--- src/rtl/psum_accum_sfu_pkg.sv ---
// Shared definitions for the partial-sum accumulator / special-function stage.
// Default geometry, lane saturation limits and the controller state encoding.
package psum_accum_sfu_pkg;

  localparam int COL     = 8;
  localparam int PSUM_BW = 16;
  localparam int NIJ     = 16;
  localparam int KIJ     = 9;

  localparam logic signed [PSUM_BW-1:0] PSUM_MAX = {1'b0, {(PSUM_BW-1){1'b1}}};
  localparam logic signed [PSUM_BW-1:0] PSUM_MIN = {1'b1, {(PSUM_BW-1){1'b0}}};

  typedef enum logic [1:0] {
    IDLE  = 2'd0,
    ACCUM = 2'd1,
    DRAIN = 2'd2
  } state_t;

endpackage

--- src/rtl/psum_accum_sfu_sat_add_lane.sv ---
// One lane of the accumulator datapath: signed saturating add, with an optional
// ReLU clamp on the result used when draining.
module sat_add_lane
  import psum_accum_sfu_pkg::*;
#(
  parameter int                     bw      = PSUM_BW,
  parameter logic signed [bw-1:0]   sat_max = PSUM_MAX,
  parameter logic signed [bw-1:0]   sat_min = PSUM_MIN
) (
  input  logic signed [bw-1:0] a,
  input  logic signed [bw-1:0] b,
  input  logic                 relu,
  output logic signed [bw-1:0] y
);

  logic signed [bw:0]   wide;
  logic signed [bw-1:0] sat;

  // One guard bit is enough: overflow shows as the top two bits disagreeing.
  always_comb begin
    wide = {a[bw-1], a} + {b[bw-1], b};
    if (wide[bw] != wide[bw-1]) begin
      sat = wide[bw] ? sat_min : sat_max;
    end else begin
      sat = wide[bw-1:0];
    end
    y = (relu && sat[bw-1]) ? '0 : sat;
  end

endmodule

--- src/rtl/psum_accum_sfu.sv ---
// Accumulates column-parallel partial sums from the ofifo across all kernel positions,
// then drains each output position (optionally ReLU'd) over a valid/ready stream.
module psum_accum_sfu
  import psum_accum_sfu_pkg::*;
#(
  parameter int col     = COL,
  parameter int psum_bw = PSUM_BW,
  parameter int nij     = NIJ,
  parameter int kij     = KIJ,
  parameter int nij_w   = $clog2(nij)
) (
  input  logic                     clk,
  input  logic                     reset,
  input  logic                     start,
  input  logic                     relu_en,
  input  logic                     ofifo_valid,
  input  logic [col*psum_bw-1:0]   ofifo_output,
  output logic                     ofifo_rd,
  output logic                     out_valid,
  input  logic                     out_ready,
  output logic [col*psum_bw-1:0]   out_data,
  output logic [nij_w-1:0]         out_addr,
  output logic                     busy,
  output logic                     done
);

  localparam int kij_w = (kij > 1) ? $clog2(kij) : 1;
  localparam logic [nij_w-1:0] nij_last = nij_w'(nij - 1);
  localparam logic [kij_w-1:0] kij_last = kij_w'(kij - 1);
  localparam logic signed [psum_bw-1:0] lane_max = {1'b0, {(psum_bw-1){1'b1}}};
  localparam logic signed [psum_bw-1:0] lane_min = {1'b1, {(psum_bw-1){1'b0}}};

  state_t state, state_next;

  logic [nij_w-1:0]       nij_cnt;
  logic [kij_w-1:0]       kij_cnt;
  logic                   relu_q;
  logic [nij_w-1:0]       rd_idx;
  logic                   accum_last;
  logic                   drain_load;
  logic                   drain_last;
  logic                   lane_relu;
  logic [col*psum_bw-1:0] lane_a;
  logic [col*psum_bw-1:0] lane_b;
  logic [col*psum_bw-1:0] lane_y;
  logic [col*psum_bw-1:0] acc_buf [nij];

  always_ff @(posedge clk or negedge reset) begin
    if (!reset) begin
      state <= IDLE;
    end else begin
      state <= state_next;
    end
  end

  // rd_idx selects the single buffer word the lane adders see: the position being
  // accumulated, or in DRAIN the word that loads into the output register next.
  always_comb begin
    state_next = state;
    ofifo_rd   = 1'b0;
    accum_last = 1'b0;
    drain_load = 1'b0;
    drain_last = 1'b0;
    rd_idx     = nij_cnt;
    case (state)
      IDLE: begin
        if (start) begin
          state_next = ACCUM;
        end
      end
      ACCUM: begin
        ofifo_rd   = ofifo_valid;
        accum_last = ofifo_valid && (nij_cnt == nij_last) && (kij_cnt == kij_last);
        if (accum_last) begin
          state_next = DRAIN;
        end
      end
      DRAIN: begin
        drain_load = !out_valid || (out_ready && (out_addr != nij_last));
        drain_last = out_valid && out_ready && (out_addr == nij_last);
        rd_idx     = out_valid ? out_addr + 1'b1 : out_addr;
        if (drain_last) begin
          state_next = IDLE;
        end
      end
      default: begin
        state_next = IDLE;
      end
    endcase
  end

  // The first kernel pass adds to zero, so a fresh job overwrites stale contents.
  always_comb begin
    lane_a = acc_buf[rd_idx];
    lane_b = '0;
    if (state == ACCUM) begin
      lane_b = ofifo_output;
      if (kij_cnt == '0) begin
        lane_a = '0;
      end
    end
  end

  assign lane_relu = (state == DRAIN) && relu_q;
  assign busy      = (state != IDLE);

  for (genvar c = 0; c < col; c++) begin : g_lane
    sat_add_lane #(
      .bw      (psum_bw),
      .sat_max (lane_max),
      .sat_min (lane_min)
    ) u_lane (
      .a    (lane_a[c*psum_bw +: psum_bw]),
      .b    (lane_b[c*psum_bw +: psum_bw]),
      .relu (lane_relu),
      .y    (lane_y[c*psum_bw +: psum_bw])
    );
  end

  always_ff @(posedge clk) begin
    if (ofifo_rd) begin
      acc_buf[nij_cnt] <= lane_y;
    end
  end

  always_ff @(posedge clk or negedge reset) begin
    if (!reset) begin
      nij_cnt   <= '0;
      kij_cnt   <= '0;
      relu_q    <= 1'b0;
      out_valid <= 1'b0;
      out_data  <= '0;
      out_addr  <= '0;
      done      <= 1'b0;
    end else begin
      done <= 1'b0;
      case (state)
        IDLE: begin
          if (start) begin
            nij_cnt <= '0;
            kij_cnt <= '0;
            relu_q  <= relu_en;
          end
        end
        ACCUM: begin
          if (ofifo_rd) begin
            if (nij_cnt == nij_last) begin
              nij_cnt <= '0;
              kij_cnt <= kij_cnt + 1'b1;
            end else begin
              nij_cnt <= nij_cnt + 1'b1;
            end
            if (accum_last) begin
              out_addr <= '0;
            end
          end
        end
        DRAIN: begin
          if (drain_load) begin
            out_valid <= 1'b1;
            out_addr  <= rd_idx;
            out_data  <= lane_y;
          end else if (drain_last) begin
            out_valid <= 1'b0;
            done      <= 1'b1;
          end
        end
        default: begin
        end
      endcase
    end
  end

endmodule

--- config.mk ---
export PLATFORM = sky130hd
export DESIGN_NAME = psum_accum_sfu
export DESIGN_NICKNAME = d
export VERILOG_FILES = /design/src/rtl/psum_accum_sfu_pkg.sv /design/src/rtl/psum_accum_sfu_sat_add_lane.sv /design/src/rtl/psum_accum_sfu.sv
export SDC_FILE = /design/constraint.sdc
export NUM_CORES = 2
export LEC_CHECK = 0
export BUFFER_PORTS_ARGS = -buffer_cell sky130_fd_sc_hd__buf_2
export CAP_MARGIN = 20
export CORE_ASPECT_RATIO = 1.2
export CORE_UTILIZATION = 45
export CTS_BUF_LIST = sky130_fd_sc_hd__clkbuf_4 sky130_fd_sc_hd__clkbuf_8
export CTS_CLUSTER_DIAMETER = 30
export DETAILED_ROUTE_END_ITERATION = 12
export GPL_ROUTABILITY_DRIVEN = 0
export MAX_ROUTING_LAYER = met4
export PLACE_DENSITY = 0.57
export SLEW_MARGIN = 10
export SYNTH_ARGS = -nofsm -noshare
export SYNTH_HDL_FRONTEND = slang
export SYNTH_SLANG_ARGS = --single-unit
--- constraint.sdc ---
create_clock -name clk -period 29.8 [get_ports clk]
set_input_delay 5.96 -clock clk [delete_from_list [all_inputs] [get_ports clk]]
set_output_delay 5.96 -clock clk [all_outputs]
set_load 0.02 [all_outputs]
==> impl_metrics.json <==
{
  "status": "finished, final reports clean",
  "die_area_um2": 206000,
  "finalSetupTns_ps": 0,
  "maxCapViolCount": 0,
  "required_ps": 23840,
  "syn_to_final_growth_pct": 16.1,
  "yosys.area_share.simple_pct": 3.78,
  "grt_pass1_wl_um": 349000,
  "setup_viol": 0,
  "h-tree-depth": 5,
  "p_clk_share_pct": 27.6,
  "port_buffers": 269,
  "finalWirelength_um": 241000,
  "clk_pin_slew_ps": 60,
  "post-route-drc-count": 0,
  "ant_nets": 0,
  "grt-ovfl-total": 0,
  "die-height_um": 497,
  "final_util_pct": 52.6,
  "hpwl_um": 126000,
  "finalCriticalPeriod_ps": 12550,
  "synth_top_family_by_area": "multiplexers",
  "crit_fanout": 7,
  "ys_seq_area_share_pct": 71.0,
  "critPathArrivalTime_ps": 6590,
  "finalMaxSlewViolations": 0,
  "coreArea_um2": 203000,
  "synth_cell_type_count": 80,
  "yosys_warnings": 0,
  "wl_per_cell_um": 28.3,
  "cts_sinks": 2193,
  "layout_commonest_cell": "edfxtp_1",
  "clk_latency_ps": 1110,
  "reg2reg_depth": 22,
  "synthXorXnorAreaFrac_pct": 1.00,
  "syn_area_per_cell_um2": 18.8,
  "hp-class": "reg2reg",
  "rows": 181,
  "max_freq_ghz": 0.0797,
  "post_cts_buffers": 0,
  "initial_core_util_pct": 45.3,
  "dr.pass1.iters": 5,
  "end_kind": "output port",
  "max_slew.worst_pin.slew_ps": 1090,
  "min_delay_path_depth": 2,
  "cts.repair.resized": 0,
  "crit_type": "in2out",
  "yosys_most_used_dff": "edfxtp_1",
  "nFillCells": 16400,
  "final_cell_mix": "edfxtp_1 (2048), mux4_2 (512), clkbuf_8 (460)",
  "finalCritPeriodShare_pct": 42.1,
  "synthesis.area_um2": 91700,
  "gr-usage-all-layers_pct": 24.2,
  "synth_fp_nets": 5177,
  "sw_frac_of_total_pct": 32.7,
  "drive_above_1_share_pct": 31.2,
  "cts_tree": "yes",
  "via_count": 49800,
  "holdBufCountCts": 0,
  "grt_max_degree": 113,
  "cts.root.buffer_cell": "clkbuf_8",
  "antenna_found_initial": 12,
  "synthAdderAreaFrac_pct": 2.12,
  "syn_inst": 4892,
  "comb_power_share_pct": 31.5,
  "ys_seq_elements": 2193,
  "grt_pass1_vias": 51200,
  "startpoint_type": "input pin",
  "powerDensity_nw_per_um2": 114,
  "die_w_um": 414,
  "synth_edf_count": 2048,
  "power.internal_mw": 8.17,
  "grt_setup_unrepaired": "false",
  "cts_made_buffers": 432,
  "leakage_nw": 37.2,
  "p_seq_share_pct": 40.8,
  "max-slew-margin-rel_pct": 25.3,
  "peakVddDrop_mv": 0.0868,
  "pin_count": 270,
  "hold_violations": 0,
  "async_flop_share_pct": 6.61,
  "final_nets": 5779,
  "cts.path.max_buffers": 4,
  "synth_compound_area_share_pct": 5.36,
  "synthMuxAreaShare_pct": 15.2,
  "worst_clock_skew_ps": 76.2,
  "drt_iter0_drc": 4491,
  "vias_per_cell": 5.85,
  "switchingPower_mw": 3.97
}
[layout make-up]
class	instances	area (um2)	area share, %
Sequential cell	2193	65100	61.1
Multi-Input combinational cell	2389	25400	23.8
Clock buffer	560	7080	6.65
Tap cell	2653	3320	3.12
Timing Repair Buffer	426	2800	2.63
Clock inverter	222	2600	2.44
Inverter	52	195	0.183
Antenna cell	16	40.0	0.0376
[flip-flops by register name, summed over array words and instances, names as in the netlist]
register,cells
nij_cnt,4
out_data,128
out_valid,1
acc_buf,2048
done,1
kij_cnt,4
out_addr,4
state,2
relu_q,1
[power by group through the flow]
stage / sequential, mW / clock, mW / combinational [mW]
final: 4.96 / 3.35 / 3.83
after global routing: 4.98 / 3.55 / 4.17
after CTS: 4.98 / 3.41 / 3.78
after detailed placement: 5.04 / 0 / 3.77
after global placement: 5.02 / 0 / 3.66
after floorplan: 5.06 / 0 / 2.45
[routing by layer]
layer | part of all wire [%] | global-route usage [%] | wire [um] | up-vias
li1 | - | - | - | 21300
met3 | 6.3 | 4.51 | 15200 | 304
met5 | 0 | - | 0 | -
met4 | 1.9 | 6.70 | 4650 | 0
met1 | 44 | 32.9 | 106000 | 26600
met2 | 48 | 37.5 | 115000 | 1611
[stage by stage]
step | hold slack, ps | std cells | worst slack, ps | area, um2 | total power, mW
6_report | 478 | 8511 | 17250 | 107000 | 12.1
5_1_grt | 513 | 8505 | 17180 | 107000 | 12.7
4_1_cts | 482 | 8463 | 17250 | 106000 | 12.2
3_5_place_dp | 466 | 7681 | 17250 | 96600 | 8.81
3_3_place_gp | 463 | 7679 | 17280 | 96600 | 8.68
2_1_floorplan | 487 | 4892 | 13800 | 91700 | 7.51
[final timing paths]
path / from / to / slack [ps]
worst max register to register: state[1] / out_data[76] / 20420
worst min register to register: out_data[31] / out_data[31] / 480
max in group asynchronous: reset / out_data[119] / 23490
worst max-delay path: ofifo_valid / ofifo_rd / 17250
worst min-delay path: out_data[31] / out_data[31] / 480
min in group asynchronous: reset / out_data[99] / 4960
[cell families after synthesis]
kind of cell             Yosys count
buffers and inverters            310
AO/OA/AOI/OAI                    722
AND/OR/NAND/NOR                  671
adder cells (fa/ha/maj)          151
multiplexers                     740
XOR/XNOR                         105
flip-flops                      2193
[critical path, cell delays in order]
cell,delay (ps)
buf_2,140
and2_1,270
buf_2,220
[cells in the mapped netlist, drive strengths merged (17+ instances only)]
master	n	area, um2
edfxtp	2048	61500
mux4	512	11500
a211oi	256	1920
nand2	163	614
clkbuf	150	567
o21ai	146	742
dfrtp	145	3630
ha	143	1790
mux2i	138	1380
nor2b	135	845
and2	126	788
a21oi	117	608
buf	108	668
nor2	106	398
mux2	90	1010
xor2	58	508
inv	52	195
xnor2	47	412
a21o	38	285
nand3	38	190
a31oi	31	200
nor3	24	120
and3	19	119
nand2b	19	119
o211ai	17	128
Power figures use the tool's default switching activity.
